## src/rtl/id_ex_stage_pkg.sv

```systemverilog
// Shared types for the ID/EX pipeline stage: ALU op codes, stage FSM states and
// the control bundle that the bubble logic clears as a unit.
package id_ex_stage_pkg;

  localparam logic [1:0] ALUOP_ADD    = 2'b00;
  localparam logic [1:0] ALUOP_BRANCH = 2'b01;
  localparam logic [1:0] ALUOP_RTYPE  = 2'b10;
  localparam logic [1:0] ALUOP_ITYPE  = 2'b11;

  typedef enum logic {
    RUN    = 1'b0,
    BUBBLE = 1'b1
  } state_t;

  typedef struct packed {
    logic [1:0] alu_op;
    logic       alu_src;
    logic       reg_write;
    logic       mem_to_reg;
    logic       mem_read;
    logic       mem_write;
    logic       valid;
  } ctrl_t;

  localparam ctrl_t BUBBLE_CTRL = '0;

endpackage

```

## src/rtl/id_ex_stage_hazard_detect.sv

```systemverilog
// Load-use hazard detector: a load in EX writes a register the ID instruction reads.
// Purely combinational, zero latency; no flow control of its own.
module hazard_detect (
  input  logic       ex_valid,
  input  logic       ex_mem_read,
  input  logic [4:0] ex_rd,
  input  logic       id_valid,
  input  logic [4:0] id_rs1,
  input  logic [4:0] id_rs2,
  output logic       hazard
);

  // x0 is hardwired to zero, so a load targeting it never creates a dependency.
  assign hazard = ex_valid & ex_mem_read & (ex_rd != 5'd0) & id_valid &
                  ((ex_rd == id_rs1) | (ex_rd == id_rs2));

endmodule

```

## src/rtl/id_ex_stage.sv

```systemverilog
// ID/EX pipeline register with load-use bubble FSM and saturating bubble counter.
// Latency 1 cycle ID->EX; MemStall_i freezes everything, Stall_o holds PC and IF/ID.
module id_ex_stage
  import id_ex_stage_pkg::*;
(
  input  logic        clk_i,
  input  logic        rst_i,
  input  logic        MemStall_i,
  input  logic        Flush_i,
  input  logic        ID_valid_i,
  input  logic [4:0]  ID_Rs1_i,
  input  logic [4:0]  ID_Rs2_i,
  input  logic [4:0]  ID_Rd_i,
  input  logic [31:0] ID_RS1data_i,
  input  logic [31:0] ID_RS2data_i,
  input  logic [31:0] ID_Imm_i,
  input  logic [9:0]  ID_funct_i,
  input  logic [1:0]  ID_ALUOp_i,
  input  logic        ID_ALUSrc_i,
  input  logic        ID_RegWrite_i,
  input  logic        ID_MemtoReg_i,
  input  logic        ID_MemRead_i,
  input  logic        ID_MemWrite_i,
  output logic        EX_valid_o,
  output logic [4:0]  EX_Rs1_o,
  output logic [4:0]  EX_Rs2_o,
  output logic [4:0]  EX_Rd_o,
  output logic [31:0] EX_RS1data_o,
  output logic [31:0] EX_RS2data_o,
  output logic [31:0] EX_Imm_o,
  output logic [9:0]  EX_funct_o,
  output logic [1:0]  EX_ALUOp_o,
  output logic        EX_ALUSrc_o,
  output logic        EX_RegWrite_o,
  output logic        EX_MemtoReg_o,
  output logic        EX_MemRead_o,
  output logic        EX_MemWrite_o,
  output logic        Stall_o,
  output logic [15:0] BubbleCnt_o
);

  ctrl_t       ctrl_q;
  ctrl_t       id_ctrl;
  state_t      state_q;
  logic [4:0]  rs1_q, rs2_q, rd_q;
  logic [31:0] rs1data_q, rs2data_q, imm_q;
  logic [9:0]  funct_q;
  logic [15:0] bubble_cnt;
  logic        hazard;
  logic        hazard_bubble;

  always_comb begin
    id_ctrl            = BUBBLE_CTRL;
    id_ctrl.alu_op     = ID_ALUOp_i;
    id_ctrl.alu_src    = ID_ALUSrc_i;
    id_ctrl.reg_write  = ID_RegWrite_i;
    id_ctrl.mem_to_reg = ID_MemtoReg_i;
    id_ctrl.mem_read   = ID_MemRead_i;
    id_ctrl.mem_write  = ID_MemWrite_i;
    id_ctrl.valid      = ID_valid_i;
  end

  hazard_detect u_hazard_detect (
    .ex_valid    (ctrl_q.valid),
    .ex_mem_read (ctrl_q.mem_read),
    .ex_rd       (rd_q),
    .id_valid    (ID_valid_i),
    .id_rs1      (ID_Rs1_i),
    .id_rs2      (ID_Rs2_i),
    .hazard      (hazard)
  );

  // A flush already squashes the ID instruction, so the hazard bubble is moot then.
  assign hazard_bubble = hazard & ~Flush_i & (state_q == RUN);
  assign Stall_o       = MemStall_i | hazard_bubble;

  always_ff @(posedge clk_i) begin
    if (!rst_i) begin
      ctrl_q     <= BUBBLE_CTRL;
      rs1_q      <= '0;
      rs2_q      <= '0;
      rd_q       <= '0;
      rs1data_q  <= '0;
      rs2data_q  <= '0;
      imm_q      <= '0;
      funct_q    <= '0;
      state_q    <= RUN;
      bubble_cnt <= '0;
    end else if (!MemStall_i) begin
      rs1data_q <= ID_RS1data_i;
      rs2data_q <= ID_RS2data_i;
      imm_q     <= ID_Imm_i;
      funct_q   <= ID_funct_i;
      if (Flush_i || hazard_bubble) begin
        ctrl_q <= BUBBLE_CTRL;
        rs1_q  <= '0;
        rs2_q  <= '0;
        rd_q   <= '0;
      end else begin
        ctrl_q <= id_ctrl;
        rs1_q  <= ID_Rs1_i;
        rs2_q  <= ID_Rs2_i;
        rd_q   <= ID_Rd_i;
      end
      state_q <= hazard_bubble ? BUBBLE : RUN;
      if (hazard_bubble && (bubble_cnt != 16'hFFFF)) begin
        bubble_cnt <= bubble_cnt + 16'd1;
      end
    end
  end

  assign EX_valid_o    = ctrl_q.valid;
  assign EX_ALUOp_o    = ctrl_q.alu_op;
  assign EX_ALUSrc_o   = ctrl_q.alu_src;
  assign EX_RegWrite_o = ctrl_q.reg_write;
  assign EX_MemtoReg_o = ctrl_q.mem_to_reg;
  assign EX_MemRead_o  = ctrl_q.mem_read;
  assign EX_MemWrite_o = ctrl_q.mem_write;
  assign EX_Rs1_o      = rs1_q;
  assign EX_Rs2_o      = rs2_q;
  assign EX_Rd_o       = rd_q;
  assign EX_RS1data_o  = rs1data_q;
  assign EX_RS2data_o  = rs2data_q;
  assign EX_Imm_o      = imm_q;
  assign EX_funct_o    = funct_q;
  assign BubbleCnt_o   = bubble_cnt;

endmodule
```

## config.mk

```make
export PLATFORM = sky130hd
export DESIGN_NAME = id_ex_stage
export DESIGN_NICKNAME = d
export VERILOG_FILES = /design/src/rtl/id_ex_stage_pkg.sv /design/src/rtl/id_ex_stage_hazard_detect.sv /design/src/rtl/id_ex_stage.sv
export SDC_FILE = /design/constraint.sdc
export NUM_CORES = 1
export LEC_CHECK = 0
export CORE_MARGIN = 1.5
export CORE_UTILIZATION = 44
export CTS_CLUSTER_DIAMETER = 50
export DETAILED_ROUTE_END_ITERATION = 7
export GPL_TIMING_DRIVEN = 1
export PLACE_DENSITY = 0.95
export SYNTH_ARGS = -nofsm -noshare
export SYNTH_HDL_FRONTEND = slang
export SYNTH_SLANG_ARGS = --single-unit
```

## constraint.sdc

```tcl
create_clock -name clk_i -period 5 [get_ports clk_i]
set_clock_uncertainty 0.1 [all_clocks]
set_input_delay 1 -clock clk_i [delete_from_list [all_inputs] [get_ports clk_i]]
set_output_delay 1 -clock clk_i [all_outputs]
set_load 0.01 [all_outputs]
```

**Yosys cells after proc, flatten, opt, wreduce, memory -nomap -nowiden**

Index checks and enable logic that the tools add are counted.

- Register bits after elaboration: 146
- Latch bits: 0
- Memory bits (writable): 0
- Bits in read-only memories: 0
- Input bits: 133
- Output and inout port bits: 146
- Word-level logic and storage cells: 40
- Memories kept: 0

- $add $sub $neg: 1
- Multiply operators: 0
- Divide/modulo/power cells: 0
- $lt $le $gt $ge: 0
- Equal/unequal tests: 3
- Shifts and indexed selects: 0
- Mux-type cells: 5
- Bitwise gates (word level): 11
- Reductions and logical operators: 4

Operator list:

| operator | number |
|---|---|
| 16-bit by 1-bit adder with 16-bit output (second input constant) | 1 |
| 16-bit != test (second input constant) | 1 |
| 5-bit two-way mux | 3 |
| 5-bit equality test | 2 |
| 8-bit two-way mux | 1 |
| 1-bit AND | 6 |
| 5-bit nonzero test | 1 |
| 1-bit inverter | 3 |
| 1-bit bitwise OR | 2 |
| 2-bit AND reduction | 1 |
| 1-bit logical AND | 1 |
| 1-bit logical OR | 1 |
| 1-bit two-way mux | 1 |

**Depth between registers and ports, before layout**

Gate-level depths: netlist (run 1).

- Depth in word-level cells: 8
- Depth in mapped cells: 6
- Gate-level depth less buffers: 6

**Modules after synthesis**

From an unflattened synthesis (run 1), not the netlist that was laid out.

- Cells, all modules: 538
- Area, all modules: 5444.0 µm²

Modules (own cells, without submodules):

| module | instances | cells each | area an instance (µm²) |
|---|---|---|---|
| id_ex_stage | 1 | 521 | 5315.1 |
| hazard_detect | 1 | 17 | 128.9 |

**Worst setup path before layout (run 1)**

Ideal clock, no wire load.

- Kind: input to output
- From: input port ID_Rs1_i[2]
- To: output port Stall_o
- Data arrival time: 2.179 ns
- Data required time: 3.900 ns
- Path slack: 1.721 ns
- Stages: 6
- Path through: xor2_1 nor3_1 a22oi_1 nor2_1 clkbuf_1 or2_2

- Cells in the longest elaborated chain, start to end: 6

RTL lines:

| element | line | RTL |
|---|---|---|
| start: declaration | id_ex_stage.sv:11 | `input logic [4:0] ID_Rs1_i,` |
| 5-bit equality test | id_ex_stage_hazard_detect.sv:15 | `((ex_rd == id_rs1) \| (ex_rd == id_rs2));` |
| 1-bit bitwise OR | id_ex_stage_hazard_detect.sv:15 |  |
| 1-bit AND | id_ex_stage_hazard_detect.sv:14 | `assign hazard = ex_valid & ex_mem_read & (ex_rd != 5'd0) & id_valid &` |
| 1-bit AND (2 in a row) | id_ex_stage.sv:74 | `assign hazard_bubble = hazard & ~Flush_i & (state_q == RUN);` |
| 1-bit bitwise OR | id_ex_stage.sv:75 | `assign Stall_o = MemStall_i \| hazard_bubble;` |
| end: declaration | id_ex_stage.sv:38 | `output logic Stall_o,` |

Every way passes these cells.

**Worst setup path after layout (run 1)**

Ends and elaborated chain as after synthesis.

==> summary.txt, run 1 <==
Worst setup path
  – Critical path endpoint category: output port
  – CP required: around 4 ns
  – Worst path max stage delay: about 0.49 ns
  – Reg-to-reg slack, setup: 2.73 ns
  – Crit path launch: ID_Rs1_i[2]
  – Crit path launch type: primary input
  – Worst path cell trace: clkdlybuf4s50_1 -> xor2_1 -> nor3_1 -> a22oi_1 -> nor2_1 -> or2_2 -> clkdlybuf4s50_1
  – Reg2reg end: BubbleCnt_o[13]
  – Critical path type: primary input to output port
  – Worst-path maximum fanout: 3
  – Slowest cell on the critical path: clkdlybuf4s50_1
  – CP most frequent cell: clkdlybuf4s50_1
  – CP arrival: between 2 and 3 ns
  – R2R depth: 6
  – Reg-to-Reg Start: BubbleCnt_o[0]

Placement
  – PortBufs: ~280
  – Area after DPL: between 8000 and 9000 sq um
  – Dpl hpwl: ~12 mm
  – Gpl congestion: approximately 0.79

Pwr
  – Worst VDD drop: 0.216 mV
  – Leakage: 3.72 nW
  – Pwr dens: ~320 nW/um^2

CTS
  – Sink Count: roughly 150
  – Reg clk slew, reported paths: about 0.050 ns
  – PostCTS Resize Cnt: 0
  – # hold bufs at CTS: 0
  – Setup Fix Bufs, Post-CTS: 0
  – Clock Root Buffer: clkbuf_16
  – Clk_lat worst skew: approximately 0.41 ns
  – Clock Tree Buf Depth: 2
  – H-tree depth: 4
  – TritonCTS clock tree: yes
  – Total CTS buffers: 17

Floorplan
  – Die Footprint: 13600 sq um
  – I/O pin cnt: 279
  – Die X: around 120 um
  – Initial Utilization: around 45%
  – CORE AREA: 12600 sq um
  – Die extent in y: around 120 um
  – Core Rows: around 40

Cells and area
  – Post-route cell area: 9170 sq um
  – Antenna Cells: 0
  – Share of cells above drive strength 1: about 5.0%
  – # fillers: between 800 and 900
  – Synthesis-to-finish area growth: 61.1%
  – Nets: ~970

Route
  – Residual DRC: 0
  – Post-route antenna net violation count: 0
  – Drt wl/cell: 16.1 um
  – DR vias: ~5200
  – Routed WL: around 16 mm
  – DR pass1 iterations: 5
  – Post-DR vias/cell: about 5.0
  – Initial DRC Count: between 300 and 400

Run
  – Max-cap violation count: 0

Yosys
  – Post-Syn Area: between 5000 and 6000 sq um
  – Syn_nets: a little over 700
  – Post-synthesis sequential area ratio: about half
  – Flops & latches, synth: 146
  – Mapped Avg Cell Area: 9.81 sq um
  – Post-synth ARST share: 0%
  – Most used DFF post-synth: dfxtp_1
  – Netlist cell types: 36
  – Synth Instances: between 500 and 600
  – EDFF count, synth: 0
  – Ys Warns: 0

Run status
  – Status: finished, final reports clean

Global route
  – Met1 usage in global routing: 26.5%
  – Vias in the first global route: slightly below 5000
  – Pin count of the biggest net entering global routing: 67
  – Total gr overflow: 0
  – Grt met2 use: about two fifths
  – Top Usage Layer GRT: met2
  – First-pass GRT wire length: around 24 mm
  – Total GRT Usage: a little under a quarter
  – Initial antenna violation count: 0
  – GR Util met3: between 8 and 9%

STA
  – RSZ-0062 raised after global routing: no
  – Final Critical Period: around 4.1 ns
  – Slew Viols, Final: 0
  – Worst Max-Slew Pin Slew: a little over 1 ns
  – Peak Freq: 0.245 GHz
  – Post-route setup TNS: 0 ns
  – Normalized max-slew margin: a little under a third
  – Final setup fails: 0
  – Final Hold Viols: 0
  – Period utilization: approximately four fifths

Worst hold path
  – Hold Crit Class: register to register
  – Hold_sp: EX_Rs2_o[3]
  – Worst hold stages: 2
  – Hold EP: EX_Rs2_o[3]
[Yosys cell counts, types with 5 or more instances]
master	instances	area share, %
dfxtp_1	146	51
mux2i_1	116	20
nor2_1	114	7.5
nand3_1	41	3.6
clkbuf_1	27	1.8
o41ai_1	15	2.3
inv_1	14	0.92
nand2_1	14	0.92
nand2b_1	13	1.4
o21ai_0	12	1.1
buf_1	10	0.66
xor2_1	10	1.5
nor4_1	8	0.88
buf_2	5	0.44
nand4_1	5	0.55
[registers in the layout, indices dropped and copies added (netlist names), 2 cells and up]
name / cells
EX_Rs1_o: 5
EX_RS1data_o: 32
EX_Rs2_o: 5
BubbleCnt_o: 16
EX_Rd_o: 5
EX_Imm_o: 32
EX_RS2data_o: 32
EX_ALUOp_o: 2
EX_funct_o: 10
[kinds of logic after synthesis]
family | synth area share [%]
mux | 20.4
compound gates | 5.52
fa+ha+maj | 0.220
flops | 51.4
buf+inv | 3.94
simple gates | 17.0
xor+xnor | 1.54
[how the worst max path moves through the flow]
| stage | to | slack (ns) | depth (start not counted) |
|---|---|---|---|
| 2_1_floorplan | Stall_o | 1.72 | 6 |
| 6_report | Stall_o | 0.92 | 7 |
| 3_5_place_dp | Stall_o | 0.97 | 7 |
| 3_3_place_gp | Stall_o | 1.03 | 7 |
| 5_1_grt | Stall_o | 0.85 | 7 |
| 4_1_cts | Stall_o | 0.96 | 7 |
[layer usage]
metal / vias up / routed length, um / share of wire (%)
met5: - / 0 / 0
met4: 0 / 368 / 2.2
met3: 26 / 1460 / 8.9
met2: 222 / 8140 / 49
met1: 2372 / 6490 / 39
li1: 2538 / - / -
[area by class of cell]
class	instances	area [sq um]	area share [%]
timing repair buffer	284	2820	30.8
tap	172	215	2.35
sequential	146	2920	31.9
multi-input combinational	377	2550	27.8
inverter	14	53.8	0.587
clock buffer	28	507	5.53
clock inverter	4	95.1	1.04
[cell usage in the layout, fill, tap and decap left out, types with 4 or more instances in the layout]
| cell | instances |
|---|---|
| dfxtp_1 | 146 |
| clkbuf_8 | 4 |
| clkdlybuf4s50_1 | 276 |
| nand2b_1 | 13 |
| nand3_1 | 41 |
| clkbuf_1 | 7 |
| nand2_1 | 14 |
| nand4_1 | 5 |
| clkbuf_16 | 17 |
| nor4_1 | 8 |
| o21ai_0 | 12 |
| mux2i_1 | 116 |
| nor2_1 | 114 |
| xor2_1 | 10 |
| o41ai_1 | 14 |
| inv_1 | 13 |
| buf_4 | 6 |
[power breakdown]
part / switching, mW / internal (mW)
clock network: 0.448 / 0.838
logic: 0.164 / 0.245
registers: 0.0324 / 1.22
total: 0.645 / 2.31
[worst max-delay path: cells and delay by family]
family	cells	cell delay (ns)
AOI/OAI and AO/OA	1	0.29
xor gates and xnor gates	1	0.18
buffers and inverters	2	0.97
and+or+nand+nor	3	0.53
[per-stage QoR]
step                setup WS [ns]  total power, mW  cells  hold WS, ns  util (%)
floorplan                    1.72             1.44    580        0.375         -
global placement             1.03             1.67    993        0.362      67.9
detailed placement          0.969             1.69    993        0.367      67.9
CTS                         0.957             2.97   1025        0.383      72.7
global route                0.848             3.07   1025        0.404      72.7
finish                      0.917             2.95   1025        0.383      72.7
Note: power is estimated with default switching activity, not from simulation.
==> run 2, diff against run 1 <==
--- a/config.mk
+++ b/config.mk
@@ -6,11 +6,11 @@
 export NUM_CORES = 1
 export LEC_CHECK = 0
 export CORE_MARGIN = 1.5
-export CORE_UTILIZATION = 44
+export CORE_UTILIZATION = 37
 export CTS_CLUSTER_DIAMETER = 50
 export DETAILED_ROUTE_END_ITERATION = 7
 export GPL_TIMING_DRIVEN = 1
-export PLACE_DENSITY = 0.95
+export PLACE_DENSITY = 0.86
 export SYNTH_ARGS = -nofsm -noshare
 export SYNTH_HDL_FRONTEND = slang
 export SYNTH_SLANG_ARGS = --single-unit
==> constraint.sdc (replaced) <==
create_clock -name clk_i -period 3.3 [get_ports clk_i]
set_clock_uncertainty 0.1 [all_clocks]
set_input_delay 0.66 -clock clk_i [delete_from_list [all_inputs] [get_ports clk_i]]
set_output_delay 0.66 -clock clk_i [all_outputs]
set_load 0.01 [all_outputs]
==> run 2 against run 1 <==
Cell count grew 1.8%; sequential cell count did not move; sequential power is 51% higher; power increased by 58%; clock-buffer cell count shrank 10; die area rose by 18%; via count decreased by 0.21%; global-route usage is 3.7 points lower; first-iteration DRC count fell by 44%; sequential share of layout area shrank 0.35 points; highest routed layer unchanged; register-to-register slack worse by 1.9 ns.
==> summary.txt, run 2 (synthesis results as in run 1) <==
Worst setup path
  – Crit path launch type: primary input
  – CP arrival: between 2 and 2.5 ns
  – Critical path endpoint category: output port
  – CP required: 2.54 ns
  – Critical path type: primary input to output port
  – Worst-path maximum fanout: 2

Global route
  – Pin count of the biggest net entering global routing: 68
  – First-pass GRT wire length: approximately 25 mm
  – Initial antenna violation count: 0
  – Total GRT Usage: 19.5%
  – Total gr overflow: 0
  – Vias in the first global route: around 5000

Run
  – Max-cap violation count: 0

CTS
  – TritonCTS clock tree: yes
  – Clock Root Buffer: clkbuf_16
  – Clk_lat worst skew: 0.41 ns
  – Reg clk slew, reported paths: about 0.060 ns
  – # hold bufs at CTS: 0
  – Sink Count: ~150
  – Clock Tree Buf Depth: 2
  – H-tree depth: 4
  – Setup Fix Bufs, Post-CTS: 0
  – Total CTS buffers: 17
  – PostCTS Resize Cnt: 3

STA
  – Post-route setup TNS: 0 ns
  – Normalized max-slew margin: between 10 and 15%
  – Peak Freq: 0.319 GHz
  – Final Critical Period: around 3.1 ns
  – RSZ-0062 raised after global routing: no
  – Slew Viols, Final: 0
  – Final setup fails: 0
  – Setup ws final: roughly 0.16 ns
  – Final Hold Viols: 0
  – Period utilization: about 95%
  – Worst Max-Slew Pin Slew: 1.26 ns

Route
  – Initial DRC Count: 200
  – DR pass1 iterations: 5
  – Residual DRC: 0
  – Post-route antenna net violation count: 0
  – DR vias: around 5100
  – Post-DR vias/cell: 4.93
  – Routed WL: 16.1 mm
  – Drt wl/cell: ~15 um

Floorplan
  – CORE AREA: ~15000 sq um
  – I/O pin cnt: around 280
  – Die extent in y: 127 um
  – Die Footprint: between 15000 and 20000 sq um
  – Die X: 127 um
  – Core Rows: 45
  – Initial Utilization: a little under two fifths

Worst hold path
  – Hold Crit Class: register to register

Cells and area
  – Most frequent cells in the layout: clkdlybuf4s50_1, dfxtp_1, mux2i_1
  – Nets: just under 1000
  – Fin util: about three fifths
  – Share of cells above drive strength 1: under 10%
  – Antenna Cells: 0
  – Synthesis-to-finish area growth: 62.9%
  – Commonest non-fill, non-tap cell in the layout: clkdlybuf4s50_1
  – # fillers: between 1000 and 1500

Pwr
  – Leakage: approximately 3.8 nW
  – Worst VDD drop: about 0.35 mV
  – Pwr dens: 504 nW/um^2

Placement
  – Dpl hpwl: 11.6 mm
  – Pre-CTS setup slack: -0.103 ns
  – PortBufs: between 200 and 300
  – Gpl congestion: 0.758

Run status
  – Status: finished, final reports clean
## run 2: critical path, stage by stage
cell             delay (ns)
clkdlybuf4s50_1        0.51
xor2_1                 0.15
nor3_1                 0.08
a22oi_2                0.28
nor2_2                 0.09
or2_2                  0.30
dlygate4sd2_1          0.30
## run 2: metal layers
metal	up-vias	share of wire (%)	global-route usage, %
met4	0	1.5	7.22
met2	211	48	32.4
met3	15	8.3	7.04
li1	2545	-	-
met5	-	0	0
met1	2376	42	23.2
## run 2: worst paths after layout
kind                    end            start  slack [ns]  cells past startpoint
max                 Stall_o      ID_Rs1_i[2]        0.16                      7
max reg2reg  BubbleCnt_o[4]  BubbleCnt_o[13]        0.81                      5
min reg2reg     EX_Rs2_o[3]      EX_Rs2_o[3]        0.38                      2
min             EX_Rs2_o[3]      EX_Rs2_o[3]        0.38                      2
## run 2: final cells by class
class                   instances  area, sq um  area share, %
inverters                      14         53.8          0.580
well taps                     188          235           2.54
flip-flops and latches        146         2920           31.5
repair buffers                287         2850           30.7
multi-input cells             377         2550           27.5
clock buffers                  18          429           4.63
clock inverters                13          234           2.52
## run 2: through the flow
step | cells | total power [mW] | area, sq um | hold slack, ns
global placement | 1012 | 2.55 | 8600 | 0.359
global route | 1043 | 4.85 | 9270 | 0.410
finish | 1043 | 4.67 | 9270 | 0.380
detailed placement | 1012 | 2.56 | 8600 | 0.370
CTS | 1043 | 4.73 | 9270 | 0.385
floorplan | 580 | 2.18 | 5690 | 0.375
## run 2: power by group
group / leakage, nW / switching (mW) / internal (mW) / total (mW)
combinational: 2.24 / 0.248 / 0.372 / 0.620
clock: 0.313 / 0.737 / 1.42 / 2.15
sequential: 1.20 / 0.0480 / 1.85 / 1.90
total: 3.76 / 1.03 / 3.64 / 4.67
==> edit: new RTL, settings of run 2 <==
Reset style: asynchronous (`rst_i`), changed in one clocked block.
--- a/src/rtl/id_ex_stage.sv
+++ b/src/rtl/id_ex_stage.sv
@@ -76,3 +76,3 @@
 
-  always_ff @(posedge clk_i) begin
+  always_ff @(posedge clk_i or negedge rst_i) begin
     if (!rst_i) begin
Check against the original RTL: differs if rst_i is asserted again (counterexample within 4 cycles, from zero or initial values and one cycle with rst_i low); with rst_i held inactive, the same outputs for 10 cycles.
==> edit against run 2 <==
- die area rose by 2.4%
- total power rose by 5.8%
- register-to-register slack improved by 240 ps
- routed wire length fell by 1.4%
- area after synthesis rose by 2.5%
- setup slack improved by 1.2 ps
- first-iteration DRC count fell by 17%
- sequential cell count did not move
- final area rose by 2.6%
- utilization rose by 0.68 points
- critical path type unchanged
- largest cell class unchanged
==> edit: results (changes against run 2) <==
| Metric | Value |
|---|---|
| Multiplexer share of the synthesized area | `21.0% (+0.64 points)` |
| R2R Path End | `BubbleCnt_o[14]` |
| Clock buffers | `22 (+4)` |
| Layout non-clock buf frac | `30.1% (-0.55 points)` |
| Sw Share | `22.6% (+0.46 points)` |
| Sequential share of cell area | `38.4% (+6.9 points)` |
| Largest net degree at the start of global routing | `73 (+7.4%)` |
| Pleak | `3.92 nW (+4.4%)` |
| Met2 wire len | `7.95 mm (+3.6%)` |
| Fillers | `1,217 (-4.1%)` |
| Reg2Reg Setup Slack | `1050 ps (+240 ps)` |
| Multi-input logic portion of the cell area | `22.0% (-5.6 points)` |
| DR vias | `4,398 (-15%)` |
| Post-CTS Setup Bufs | `2 (+2)` |
| CP Launch Point | `ID_Rs2_i[0]` |
| Worst r2r src | `EX_Rd_o[2]` |
| Met1 WL | `6.21 mm (-8.8%)` |
| Ys async rst share | `100% (+100 points)` |
| Final Net Count | `810 (-17%)` |
| First-pass DRT Iterations | `4 (-1)` |
| M1 GR Usage | `22.8% (-0.45 points)` |
| Share of cells above drive strength 1 | `23.0% (+17 points)` |
| 1st-iter DRT viols | `166 (-17%)` |
| Vias in the first global route | `4,751 (-2.6%)` |
| Synth Area in Compound Gates | `4.38% (-1.1 points)` |
| Top cells by count, synth | `dfrtp_1 (146), mux2_2 (109), clkbuf_1 (13), xnor2_1 (13)` |
| Post-synthesis sequential area ratio | `62.6% (+11 points)` |
| Combinational Power | `0.000850 W (+37%)` |
| Synth Net Count | `525 (-26%)` |
| Distinct cell type count after synthesis | `33 (-8.3%)` |
| First-pass GRT wire length | `24.9 mm (-0.36%)` |
| Inverters | `1 (-13)` |
| HPWL Detailed | `11.5 mm (-0.81%)` |
| Top cells by area, synth | `dfrtp_1 (63%), mux2_2 (21%), a32o_1 (2.1%), xnor2_1 (2.0%), a22o_1 (1.8%)` |
| Worst Tran Pin Value | `970 ps (-290 ps)` |
| Status | `finished clean` |
| Signal buffers | `288 (+0.35%)` |
| Final wirelength | `15.8 mm (-1.4%)` |
| Post-Synth Adder-Cell Area | `0.215% (-0.0053 points)` |
[edit: cell count changes in the layout (fill, tap and decap cells not counted), moves of 10 or more]
cell | run 2 | this run
nand3_1 | 41 | 8
xnor2_1 | 0 | 13
inv_1 | 13 | 1
o21ai_0 | 12 | 1
nand2b_1 | 13 | 1
mux2i_1 | 116 | 0
nor3b_1 | 0 | 10
a22o_1 | 0 | 12
a32o_1 | 0 | 12
nor2_1 | 113 | 7
dfxtp_1 | 146 | 0
mux2_2 | 0 | 109
dfrtp_1 | 0 | 146
o41ai_1 | 15 | 0
[edit: metrics by stage]
stage | cell area, um^2 | setup WS [ps] | power (W) | instances
2_1_floorplan | 5830 | 878 | 0.00234 | 391
3_3_place_gp | 8830 | -117 | 0.00289 | 866
5_1_grt | 9520 | 59.7 | 0.00515 | 899
3_5_place_dp | 8830 | -168 | 0.00291 | 866
4_1_cts | 9520 | 173 | 0.00501 | 899
6_report | 9520 | 162 | 0.00494 | 899
